### config.mk
export PLATFORM = sky130hd
export DESIGN_NAME = split_candidate_sampler
export DESIGN_NICKNAME = d
export VERILOG_FILES = /design/src/rtl/split_candidate_sampler.sv
export SDC_FILE = /design/constraint.sdc
export NUM_CORES = 2
export LEC_CHECK = 0
export CAP_MARGIN = 20
export CORE_MARGIN = 3
export CORE_UTILIZATION = 30
export DETAILED_ROUTE_END_ITERATION = 10
export SYNTH_ARGS = -nofsm -noshare
export SYNTH_HDL_FRONTEND = slang
export SYNTH_SLANG_ARGS = --single-unit
### constraint.sdc
create_clock -name clk -period 2.5 [get_ports clk]
set_input_delay 0.375 -clock clk [delete_from_list [all_inputs] [get_ports clk]]
set_output_delay 0.375 -clock clk [all_outputs]
set_load 0.02 [all_outputs]
### src/rtl/split_candidate_sampler.sv
// Pseudo-random candidate generator for the split constraint checkers: xorshift lanes feed a
// registered candidate, retried until every split passes or the try budget runs out.

module split_candidate_sampler_lane #(
  parameter logic [31:0] RST_VAL = 32'h1
) (
  input  logic        clk,
  input  logic        rst_n,
  input  logic        load,
  input  logic        adv,
  input  logic [31:0] load_val,
  output logic [31:0] nxt
);
  logic [31:0] lane_q, lane_d;
  logic [31:0] s0, s1;

  always_comb begin
    s0  = lane_q ^ (lane_q << 13);
    s1  = s0 ^ (s0 >> 17);
    nxt = s1 ^ (s1 << 5);
  end

  // Zero is the xorshift fixed point, so a zero load is forced to 1.
  always_comb begin
    lane_d = lane_q;
    if (load)     lane_d = (load_val == 32'h0) ? 32'h1 : load_val;
    else if (adv) lane_d = nxt;
  end

  always_ff @(posedge clk or negedge rst_n)
    if (!rst_n) lane_q <= RST_VAL;
    else        lane_q <= lane_d;
endmodule

module split_candidate_sampler #(
  parameter int NUM_SPLITS = 4,
  parameter int VEC_W      = 256,
  parameter int MAX_TRIES  = 1024,
  parameter int TRY_W      = 16
) (
  input  logic                  clk,
  input  logic                  rst_n,
  input  logic                  start,
  input  logic                  seed_load,
  input  logic [31:0]           seed,
  output logic [VEC_W-1:0]      cand,
  input  logic [NUM_SPLITS-1:0] split_ok,
  output logic                  sol_valid,
  input  logic                  sol_ready,
  output logic [VEC_W-1:0]      sol_data,
  output logic [TRY_W-1:0]      sol_tries,
  output logic                  busy,
  output logic                  fail
);
  localparam int NUM_LANES = VEC_W / 32;
  localparam logic [31:0] GOLDEN = 32'h9E3779B9;

  typedef enum logic [2:0] {S_IDLE, S_GEN, S_CHECK, S_HOLD, S_FAIL} state_t;

  state_t                         state_q, state_d;
  logic [VEC_W-1:0]               cand_q, cand_d;
  logic [VEC_W-1:0]               sol_data_q, sol_data_d;
  logic [TRY_W-1:0]               try_q, try_d;
  logic [TRY_W-1:0]               sol_tries_q, sol_tries_d;
  logic                           sol_valid_q, sol_valid_d;
  logic                           lane_load, lane_adv;
  logic [NUM_LANES-1:0][31:0]     lanes_nxt;

  for (genvar i = 0; i < NUM_LANES; i++) begin : g_lane
    localparam logic [31:0] OFS = 32'(i) * GOLDEN;
    split_candidate_sampler_lane #(.RST_VAL(32'h1 + OFS)) u_lane (
      .clk      (clk),
      .rst_n    (rst_n),
      .load     (lane_load),
      .adv      (lane_adv),
      .load_val (seed + OFS),
      .nxt      (lanes_nxt[i])
    );
  end

  always_comb begin
    state_d     = state_q;
    cand_d      = cand_q;
    try_d       = try_q;
    sol_valid_d = sol_valid_q;
    sol_data_d  = sol_data_q;
    sol_tries_d = sol_tries_q;
    lane_load   = 1'b0;
    lane_adv    = 1'b0;
    unique case (state_q)
      S_IDLE: begin
        if (seed_load) lane_load = 1'b1;
        else if (start) begin
          state_d = S_GEN;
          try_d   = '0;
        end
      end
      S_GEN: begin
        lane_adv = 1'b1;
        cand_d   = lanes_nxt;
        try_d    = try_q + 1'b1;
        state_d  = S_CHECK;
      end
      S_CHECK: begin
        if (&split_ok) begin
          state_d     = S_HOLD;
          sol_valid_d = 1'b1;
          sol_data_d  = cand_q;
          sol_tries_d = try_q;
        end else if (try_q == TRY_W'(MAX_TRIES)) state_d = S_FAIL;
        else                                     state_d = S_GEN;
      end
      S_HOLD: begin
        if (sol_ready) begin
          sol_valid_d = 1'b0;
          state_d     = S_IDLE;
        end
      end
      S_FAIL:  state_d = S_IDLE;
      default: state_d = S_IDLE;
    endcase
  end

  always_ff @(posedge clk or negedge rst_n)
    if (!rst_n) begin
      state_q     <= S_IDLE;
      cand_q      <= '0;
      try_q       <= '0;
      sol_valid_q <= 1'b0;
      sol_data_q  <= '0;
      sol_tries_q <= '0;
    end else begin
      state_q     <= state_d;
      cand_q      <= cand_d;
      try_q       <= try_d;
      sol_valid_q <= sol_valid_d;
      sol_data_q  <= sol_data_d;
      sol_tries_q <= sol_tries_d;
    end

  assign cand      = cand_q;
  assign sol_valid = sol_valid_q;
  assign sol_data  = sol_data_q;
  assign sol_tries = sol_tries_q;
  assign busy      = (state_q == S_GEN) || (state_q == S_CHECK);
  assign fail      = (state_q == S_FAIL);
endmodule

==> results.md <==
* Area of the core at 146000 sq um
* Reg2reg setup slack at 0 ns
* DRC Markers at 0
* HPWL Detailed at 134000 microns
* Crit-path slowest cell: or4_4
* Design Area, Final at 62800 sq um
* Maximum fanout along the worst path at 3
* Final ANT Viol Nets at 0
* Number of max-cap violations at 0
* Unique masters post-synth at 90
* Worst Skew at 0.0354 ns
* Worst-path clk slew at 0.06 ns
* Vias in the first global route at 39400
* Vias at 38900
* R2r startpoint: state_q[2]
* Hold Slack at 0.163 ns
* Top delay family on crit path: simple AND/OR/NAND/NOR gates
* Clock insertion delay at the later pin of the skew report at 0.73 ns
* Ys Warns at 0
* Slowest stage delay, CP at 0.55 ns
* First drt pass iteration count at 5
* PD cells at 1540 nW/um^2
* CTS Buf Count at 97
* Met2 wire len at 78800 microns
* Tmin final at 2.53 ns
* Cell Area, Synth at 44500 sq um
* Uppermost routed layer: met5
* Crit path kind: primary input to flip-flop
* Filler cell count at 14200
* Critical Path Stages at 10
* Leakage power at 26.8 nW
* Row cnt at 140
* Hold_sp: seed[3]
* Max Fclk at 395 MHz
* Worst slew pin tran at 0.673 ns
* CTS Buffer Depth at 3
* Worst Setup SP: seed[2]
* Via density at 4.97
* IO Port Bufs at 571
* Pins Over Slew Limit at 0
* Avg Cell Area, Syn at 9.71 sq um
* Top Ports at 572
* Routed WL at 175000 microns
* Layout cells sized above 1 at 27.0%
* Remaining Overflow, GRT at 0
* Root Driver: clkbuf_16
* GPL Wtd Cong at 0.971
* CP most frequent cell: or4_4
* Die H at 391 microns
* Seq cells post-synth at 804
* Final setup fails at 4
* Wire per inst at 22.4 microns
* End of the worst register-to-register path: g_lane[5].u_lane.lane_q[0]
* Reg2reg path depth at 9
* Critical Path, Cell by Cell: buf_8, ha_4, a2111o_1, a21oi_2, xnor2_2, or4_4, or4_4, or4_4, nor4_4, nand2b_1
* Initial antenna violation count at 17
* Setup TNS at -0.0580 ns
* CTS tree: built
* Sink Count at 804
* RSZ-0062 raised after global routing: true
* Met3 WL at 11300 microns
* Most frequent cells in the layout: 815 x buf_4, 684 x dfrtp_1, 598 x xnor2_1
* Final WS setup at -0.0310 ns
* Maximum vdd ir drop at 0.000795 V
* First-pass GRT wire length at 260000 microns
* WP data required at 3.15 ns
* GR Util All Layers at 22.4%
* CP endpoint kind: flip-flop
* Slew HR at 55.0%
* CP bufs+invs at 1
* Effective utilization at floorplan at 30.4%
* Cells after Synth at 4580
* DR iter-0 viols at 2809
* Tightest Hold Check Type: primary input to flip-flop
* Post-synthesis sequential area ratio at 45.6%
* Failing checks: negative setup slack
* Status: complete, but fails checks
* DP Area at 58400 sq um
* Area growth, synth to finish at 41.3%
* Met1 WL at 78500 microns
* Fin crit share at 101%
* EDFF count, synth at 0
* Die ar. at 153000 sq um
* CP Capture Point: g_lane[1].u_lane.lane_q[0]
* Ys async rst share at 100%
* # nets final at 5877
* H-tree Lvls at 3
* Final Hold Fails at 0
* Mapped Nets at 4638
* Die width at 391 microns
* Arrival @ worst endpoint at 3.18 ns
* Startpoint types: primary input
* Largest net degree at the start of global routing at 113
* Commonest non-fill, non-tap cell in the layout: buf_4
* Overall power at 97.1 mW
* Most used DFF post-synth: dfrtp_1
[cells in the mapped netlist (13+ instances only)]
library cell,instances,area (sq um)
nor2_1,404,1520
a21oi_1,144,721
o21ai_0,371,1860
buf_1,53,199
o21a_1,19,143
nor4_1,27,169
nor3_1,63,315
o31ai_1,40,300
inv_1,22,82.6
ha_1,17,213
a31oi_1,22,138
nand2_1,581,2180
o211ai_1,23,173
mux2_2,271,3050
dfstp_2,120,3150
a211oi_1,38,285
nand3_1,64,320
xor2_1,315,2760
dfrtp_1,684,17100
clkbuf_1,234,878
or3_1,33,206
buf_2,23,115
and3_1,21,131
a21o_1,28,210
mux2i_1,13,130
xnor2_1,604,5290
nor2b_1,16,100
nand4_1,38,238
nand2b_1,18,113
[flip-flops by register name (all words and copies together), names as in the netlist]
| register | flops |
|---|---|
| g_lane.u_lane.lane_q | 256 |
| sol_data | 256 |
| cand | 256 |
| sol_valid | 1 |
| try_q | 16 |
| sol_tries | 16 |
| state_q | 3 |
[kinds of logic (layout without fill, tap and decap cells)]
group / Yosys count / after routing / share of synthesized area [%]
simple gates: 1354 / 1354 / 13.5
xor+xnor: 919 / 919 / 18.1
compound gates: 860 / 860 / 12.2
flops: 804 / 804 / 45.6
buf+inv: 342 / 1665 / 2.97
mux: 284 / 284 / 7.16
fa+ha+maj: 17 / 17 / 0.478
other cells: 0 / 10 / 0
[timing repair]
action,CTS,global route
endpoints found under the setup margin,33,20
cloned,1,0
endpoints found under the hold margin,368,0
resized for setup,92,84
pin swaps,27,40
hold buffers,1,0
buffers inserted,44,16
[per-layer routing]
layer / global-route usage (%) / vias up
met5: 0 / -
met4: 8.01 / 4
met3: 4.10 / 275
met2: 35.4 / 1250
met1: 30.8 / 19200
li1: - / 18200
[worst register-to-register path: stages, from the launching register on]
cell	delay, ns
dfrtp_1	0.39
nor4b_2	0.27
buf_4	0.21
nand2_4	0.09
or3_4	0.36
nand4bb_4	0.23
nor4b_4	0.27
nand4_1	0.17
nor4_2	0.27
nand2b_1	0.15
[metrics by stage]
stage | worst slack, ns | utilization, % | std cells
2_1_floorplan | -0.582 | - | 4580
3_3_place_gp | -1.21 | 39.9 | 7585
5_1_grt | -0.0912 | 42.9 | 7824
6_report | -0.0310 | 42.9 | 7830
4_1_cts | -0.0332 | 42.6 | 7813
3_5_place_dp | -1.31 | 39.9 | 7585
[final cells by class]
type,count,area [sq um],share of cell area (%)
Inverter,31,136,0.217
Clock inverter,36,434,0.691
Timing Repair Buffer,1451,13100,20.8
Antenna cell,10,25.0,0.0398
Sequential cell,804,20300,32.3
Clock buffer,147,2880,4.58
Tap cell,1917,2400,3.82
Multi-Input combinational cell,3434,23600,37.6
[power by group]
group,total [mW],switching [mW],internal [mW]
Clock,14.6,5.95,8.69
Sequential,26.1,6.04,20.1
Combinational,56.3,30.5,25.8
Total,97.1,42.5,54.6
[how the worst min path moves through the flow]
| stage | to | slack (ns) | cells past startpoint |
|---|---|---|---|
| finish | g_lane[0].u_lane.lane_q[3] | 0.16 | 4 |
| CTS | g_lane[0].u_lane.lane_q[3] | 0.09 | 4 |
| detailed placement | g_lane[4].u_lane.lane_q[26] | 0.32 | 1 |
| global placement | g_lane[4].u_lane.lane_q[26] | 0.32 | 1 |
| global route | g_lane[0].u_lane.lane_q[3] | 0.12 | 4 |
| floorplan | cand[0] | 0.08 | 0 |
Power figures use the tool's default switching activity.
